===== src/rtl/axi_stream_rr_arbiter.sv =====
// ---------------------------------------------------------------------------
// axi_stream_rr_arbiter
//   Round-robin, non-preemptive arbiter that shares one downstream
//   valid/ready stream slave among NUM_REQ upstream stream masters.
//   A grant lasts at most BURST_LEN beats and ends early if the granted
//   master drops valid. One idle cycle always separates two grants.
//
// Ports
//   clk, rst        clock, synchronous active-high reset
//   s_axi_data      NUM_REQ packed payloads, requester i at [i*DATA_WIDTH +: DATA_WIDTH]
//   s_axi_valid     per-requester valid
//   s_axi_ready     per-requester ready (only the granted lane can be high)
//   m_axi_data      payload of the granted requester (0 while idle)
//   m_axi_valid     valid of the granted requester (0 while idle)
//   m_axi_ready     ready from the shared slave
//   m_axi_last      final beat of the current grant
//   grant_valid     a requester currently holds the grant
//   grant_id        granted requester index, 0 when no grant
// ---------------------------------------------------------------------------

// Per-requester datapath slice: gates the requester's ready and masks its
// payload so the top level can OR-reduce all lanes into m_axi_data.
module axi_stream_rr_arbiter_lane #(
  parameter int DATA_WIDTH = 32
) (
  input  logic                  sel,
  input  logic [DATA_WIDTH-1:0] data,
  input  logic                  m_ready,
  output logic                  s_ready,
  output logic [DATA_WIDTH-1:0] data_q
);
  assign s_ready = sel & m_ready;
  assign data_q  = sel ? data : '0;
endmodule

module axi_stream_rr_arbiter #(
  parameter int DATA_WIDTH = 32,
  parameter int NUM_REQ    = 4,
  parameter int BURST_LEN  = 4
) (
  input  logic                          clk,
  input  logic                          rst,
  input  logic [NUM_REQ*DATA_WIDTH-1:0] s_axi_data,
  input  logic [NUM_REQ-1:0]            s_axi_valid,
  output logic [NUM_REQ-1:0]            s_axi_ready,
  output logic [DATA_WIDTH-1:0]         m_axi_data,
  output logic                          m_axi_valid,
  input  logic                          m_axi_ready,
  output logic                          m_axi_last,
  output logic                          grant_valid,
  output logic [$clog2(NUM_REQ)-1:0]    grant_id
);

  localparam int ID_W  = $clog2(NUM_REQ);
  localparam int CNT_W = (BURST_LEN > 1) ? $clog2(BURST_LEN) : 1;
  localparam logic [CNT_W-1:0] LAST_BEAT = CNT_W'(BURST_LEN - 1);
  localparam logic [ID_W-1:0]  RST_LAST  = ID_W'(NUM_REQ - 1);

  typedef enum logic {IDLE, GRANT} state_t;

  state_t                                state;
  logic [CNT_W-1:0]                      beat_cnt;
  logic [ID_W-1:0]                       last_id;
  logic [ID_W-1:0]                       win_id;
  logic                                  win_vld;
  logic                                  cur_valid;
  logic                                  hs;
  logic                                  at_last;
  logic [NUM_REQ-1:0]                    sel;
  logic [NUM_REQ-1:0][DATA_WIDTH-1:0]    lane_data;

  // Round-robin search starting just after the last winner, so the
  // requester served most recently has the lowest priority.
  always_comb begin
    logic [ID_W-1:0] idx;
    win_vld = 1'b0;
    win_id  = '0;
    idx     = '0;
    for (int i = 1; i <= NUM_REQ; i++) begin
      idx = ID_W'((int'(last_id) + i) % NUM_REQ);
      if (!win_vld && s_axi_valid[idx]) begin
        win_vld = 1'b1;
        win_id  = idx;
      end
    end
  end

  assign cur_valid = s_axi_valid[grant_id];
  assign hs        = m_axi_valid & m_axi_ready;
  assign at_last   = (beat_cnt == LAST_BEAT);

  always_ff @(posedge clk) begin
    if (rst) begin
      state       <= IDLE;
      beat_cnt    <= '0;
      last_id     <= RST_LAST;
      grant_valid <= 1'b0;
      grant_id    <= '0;
    end else begin
      case (state)
        IDLE: begin
          if (win_vld) begin
            state       <= GRANT;
            grant_valid <= 1'b1;
            grant_id    <= win_id;
            last_id     <= win_id;
            beat_cnt    <= '0;
          end
        end
        GRANT: begin
          // Valid low means nothing is pending (masters never retract a
          // presented beat), so releasing here loses no data.
          if (!cur_valid || (hs && at_last)) begin
            state       <= IDLE;
            grant_valid <= 1'b0;
            grant_id    <= '0;
            beat_cnt    <= '0;
          end else if (hs) begin
            beat_cnt <= beat_cnt + 1'b1;
          end
        end
        default: begin
          state       <= IDLE;
          grant_valid <= 1'b0;
          grant_id    <= '0;
          beat_cnt    <= '0;
        end
      endcase
    end
  end

  // One-hot lane select; all zero in IDLE, which forces idle outputs.
  always_comb begin
    for (int i = 0; i < NUM_REQ; i++)
      sel[i] = (state == GRANT) && (grant_id == ID_W'(i));
  end

  for (genvar g = 0; g < NUM_REQ; g++) begin : g_lane
    axi_stream_rr_arbiter_lane #(.DATA_WIDTH(DATA_WIDTH)) u_lane (
      .sel     (sel[g]),
      .data    (s_axi_data[g*DATA_WIDTH +: DATA_WIDTH]),
      .m_ready (m_axi_ready),
      .s_ready (s_axi_ready[g]),
      .data_q  (lane_data[g])
    );
  end

  always_comb begin
    m_axi_data = '0;
    for (int i = 0; i < NUM_REQ; i++)
      m_axi_data = m_axi_data | lane_data[i];
  end

  assign m_axi_valid = (state == GRANT) && cur_valid;
  assign m_axi_last  = m_axi_valid && at_last;

endmodule


===== config.mk =====
export PLATFORM = sky130hd
export DESIGN_NAME = axi_stream_rr_arbiter
export DESIGN_NICKNAME = d
export VERILOG_FILES = /design/src/rtl/axi_stream_rr_arbiter.sv
export SDC_FILE = /design/constraint.sdc
export NUM_CORES = 1
export LEC_CHECK = 0
export CORE_MARGIN = 4
export CORE_UTILIZATION = 26
export DETAILED_ROUTE_END_ITERATION = 10
export HOLD_SLACK_MARGIN = 0.05
export PLACE_DENSITY = 0.84
export REMOVE_ABC_BUFFERS = 1
export SYNTH_ARGS = -nofsm -noshare
export SYNTH_HDL_FRONTEND = slang
export SYNTH_SLANG_ARGS = --single-unit

===== constraint.sdc =====
create_clock -name clk -period 2.7 [get_ports clk]
set_input_delay 0.27 -clock clk [delete_from_list [all_inputs] [get_ports clk]]
set_output_delay 0.27 -clock clk [all_outputs]
set_load 0.05 [all_outputs]

==> impl_summary.log <==
INFO  metric holdBufCountCts = 0
INFO  metric report.final.hold_viol_count = 0
INFO  metric finalInstanceArea = about 3300 sq um
INFO  metric dominantRegCellSynth = sky130_fd_sc_hd__dfxtp_1
INFO  metric place.detailed.hpwl = about 6500 um
INFO  metric clock_tree.buffer_depth = 2
INFO  metric routed_wire_length_per_instance = 19.7 um
INFO  metric critical_path.reg2reg.endpoint = grant_id[1]$_SDFFE_PP0P_
INFO  metric worstMarginPinSlew = a little over 0.5 ns
INFO  metric synth_largest_type_area_fraction = 0.382
INFO  metric clock-sinks = 8
INFO  metric r2r_start = grant_id[1]$_SDFFE_PP0P_
INFO  metric post-route-min-period = 2.27 ns
INFO  metric fin_crit_sh = 0.841
INFO  metric initial_core_util = 0.268
INFO  metric firstDrtPassIters = 5
INFO  metric fin_worst_skew = 0.00224 ns
INFO  metric netlist-cell-type-count = 32
INFO  metric yosys-top-cells-area = sky130_fd_sc_hd__a22oi_1 38%, sky130_fd_sc_hd__dfxtp_1 13%, sky130_fd_sc_hd__nand2_1 12%
INFO  metric grt_pass1_vias = 2077
INFO  metric clock_insertion_delay_worst_skew = 0.23 ns
INFO  metric grt_first_pass_wirelength = approximately 12000 um
INFO  metric rows = 25
INFO  metric cts_resized = 0
INFO  metric antenna_found_initial = 0
INFO  metric io_buffer_count = 175
INFO  metric io_pins = between 150 and 200
INFO  metric post-cts-setup-buffer-count = 0
INFO  metric timing.final.setup_violations = 0
INFO  metric crit_arrival = 2.00 ns
INFO  metric detail_route.iter0.violations = 116
INFO  metric max_freq = 441 MHz
INFO  metric worstHoldStart = beat_cnt[1]$_SDFFE_PP0P_
INFO  metric synth_cells = 179
INFO  metric setup_slack_reg_to_reg = 1.21 ns
INFO  metric grt_use_total = 0.244
INFO  metric vdd_ir_drop_max = ~0.4 mV
INFO  metric worst_hold_path.endpoint = beat_cnt[1]$_SDFFE_PP0P_
INFO  metric status = finished, final reports clean
INFO  metric dr_total_vias = 2083
INFO  metric num-fill-cells = 366
INFO  metric floorplan.die.height = around 78 um
INFO  metric report.final.slew_viol_count = 0
INFO  metric worst-endpoint-required = 2.43 ns
INFO  metric seq_area_frac_synth = 0.127
INFO  metric tritoncts.num_buffers = 3
INFO  metric final_net_count = 480
INFO  metric maxSlewHeadroom = 0.660
INFO  metric hold_path_depth = 2
INFO  metric count_of_warnings_emitted_by_yosys = 0
INFO  metric clk_pin_slew = about 0.04 ns
INFO  metric grt_remaining_overflow = 0
INFO  metric design.die.area = between 6000 and 7000 sq um
INFO  metric setup_repair_after_global_routing_missed_its_margin = false
INFO  metric max_cap_viol_count = 0
INFO  metric flow.area_growth_from_synthesis = 167%
INFO  metric sum_neg_setup_slack = 0 ns
INFO  metric synth_top_cell_by_area = sky130_fd_sc_hd__a22oi_1
INFO  metric cts.root.buffer_cell = sky130_fd_sc_hd__clkbuf_8
INFO  metric path_class_of_the_lowest_slack_min_delay_path = reg2reg
INFO  metric cell_depth_of_the_worst_flop_to_flop_path = 4
INFO  metric critPathLaunchType = register
INFO  metric synth.avg_cell_area = ~7.0 sq um
INFO  metric design.core.area = 4690 sq um
INFO  metric finalWirelength = about 7800 um
INFO  metric htree_levels = 1
INFO  metric ys_ff_latch = 8
INFO  metric final_layout_size_suffix_gt1_frac = 0.164
INFO  metric antenna-diode-count = 0
INFO  metric tritoncts = built
INFO  metric power = around 0.0012 W
INFO  metric static_leakage = 1.33 nW
INFO  metric pin_count_of_the_biggest_net_entering_global_routing = 33
INFO  metric dieWidth = 77.5 um
INFO  metric synth.cell_area = 1260 sq um
INFO  metric synth-async-reset-ratio = 0
INFO  metric critPathCaptureType = output pin
INFO  metric remaining_drc_errors = 0
INFO  metric power_density = about 370 nW/um^2
INFO  metric gp_congestion = 0.831
INFO  metric detailed_place.area = 3310 sq um
INFO  metric crit_fanout = 9
INFO  metric drtAntennaViolNets = 0
INFO  metric post_drt_via_cell_ratio = 5.26
INFO  metric setup.worst_path.class = reg2out
INFO  metric synth_edf_count = 0
-- kinds of logic (layout without fill, tap and decap cells) --
family | count (synthesis) | in the layout | share of synthesized area
flops | 8 | 8 | 0.127
mux | 3 | 3 | 0.0239
simple gates | 62 | 62 | 0.229
compound gates | 80 | 80 | 0.499
fa+ha+maj | 1 | 1 | 0.00996
buf+inv | 25 | 188 | 0.111
-- critical path: stages (launching register included) --
cell and delay (ns):
sky130_fd_sc_hd__dfxtp_1 0.54, sky130_fd_sc_hd__inv_1 0.18, sky130_fd_sc_hd__nor3_1 0.22, sky130_fd_sc_hd__clkdlybuf4s50_1 0.83
-- final cells by class --
class                   count  area, sq um  share of cell area
repair buffers            179         2100               0.626
multi-input cells         146          960               0.287
flip-flops and latches      8          160              0.0478
well taps                  54         67.6              0.0202
clock buffers               3         41.3              0.0123
inverters                   6         22.5             0.00673
-- synth_stat cells, types with 4 or more instances --
| library cell | number |
|---|---|
| sky130_fd_sc_hd__nand2_1 | 39 |
| sky130_fd_sc_hd__buf_2 | 12 |
| sky130_fd_sc_hd__buf_4 | 5 |
| sky130_fd_sc_hd__a21oi_1 | 4 |
| sky130_fd_sc_hd__nor2_2 | 4 |
| sky130_fd_sc_hd__dfxtp_1 | 8 |
| sky130_fd_sc_hd__inv_1 | 6 |
| sky130_fd_sc_hd__nand2b_1 | 4 |
| sky130_fd_sc_hd__nor3_1 | 4 |
| sky130_fd_sc_hd__a22oi_1 | 64 |
-- sequential cells by signal, indices dropped and copies added, names as in the netlist --
signal,cells
beat_cnt,2
grant_id,2
grant_valid,1
last_id,2
state,1
-- routing by layer --
| metal | vias up | track usage | share of wire | wire length (um) |
|---|---|---|---|---|
| li1 | 1010 | - | - | - |
| met1 | 972 | 0.282 | 0.38 | 2990 |
| met2 | 96 | 0.444 | 0.52 | 4040 |
| met3 | 5 | 0.0696 | 0.091 | 712 |
| met4 | 0 | 0.0480 | 0.0065 | 51 |
| met5 | - | 0 | 0 | 0 |
-- cell usage in the layout, fill, tap and decap left out, types with 2 or more instances in the layout --
master	Yosys	final
sky130_fd_sc_hd__dfxtp_1	8	8
sky130_fd_sc_hd__nor2_1	3	2
sky130_fd_sc_hd__a21oi_2	2	2
sky130_fd_sc_hd__a21oi_1	4	4
sky130_fd_sc_hd__nor3_1	4	4
sky130_fd_sc_hd__a22oi_1	64	64
sky130_fd_sc_hd__o22ai_1	3	3
sky130_fd_sc_hd__nand2_1	39	39
sky130_fd_sc_hd__nor2_2	4	5
sky130_fd_sc_hd__nand2b_1	4	4
sky130_fd_sc_hd__buf_12	0	32
sky130_fd_sc_hd__clkbuf_8	0	3
sky130_fd_sc_hd__mux2i_1	3	3
sky130_fd_sc_hd__clkdlybuf4s50_1	0	141
sky130_fd_sc_hd__buf_4	5	6
sky130_fd_sc_hd__inv_1	6	6
-- where the power goes --
part / leakage (nW) / total, W / internal, W / switching, W
Sequential: 0.0661 / 0.000145 / 0.000130 / 0.0000148
Combinational: 1.24 / 0.000939 / 0.000480 / 0.000460
Clock: 0.0216 / 0.000145 / 0.0000966 / 0.0000480
Total: 1.33 / 0.00123 / 0.000706 / 0.000522
-- stage by stage --
| stage | hold slack [ns] | worst slack [ns] | instances | util |
|---|---|---|---|---|
| global route | 0.510 | 0.314 | 396 | 0.714 |
| finish | 0.493 | 0.430 | 396 | 0.714 |
| CTS | 0.497 | 0.421 | 396 | 0.714 |
| detailed placement | 0.491 | 0.481 | 393 | 0.705 |
| global placement | 0.479 | 0.547 | 393 | 0.705 |
| floorplan | 0.339 | -0.0212 | 160 | - |
-- worst max path at each step --
stage,startpoint,cells after the start,to
6_report,grant_id[1]$_SDFFE_PP0P_,3,s_axi_ready[3]
2_1_floorplan,grant_id[0]$_SDFFE_PP0P_,4,m_axi_data[0]
3_3_place_gp,m_axi_ready,4,s_axi_ready[3]
4_1_cts,grant_id[1]$_SDFFE_PP0P_,3,s_axi_ready[3]
3_5_place_dp,m_axi_ready,4,s_axi_ready[3]
5_1_grt,grant_id[1]$_SDFFE_PP0P_,3,s_axi_ready[2]
Note: power is estimated with default switching activity, not from simulation.
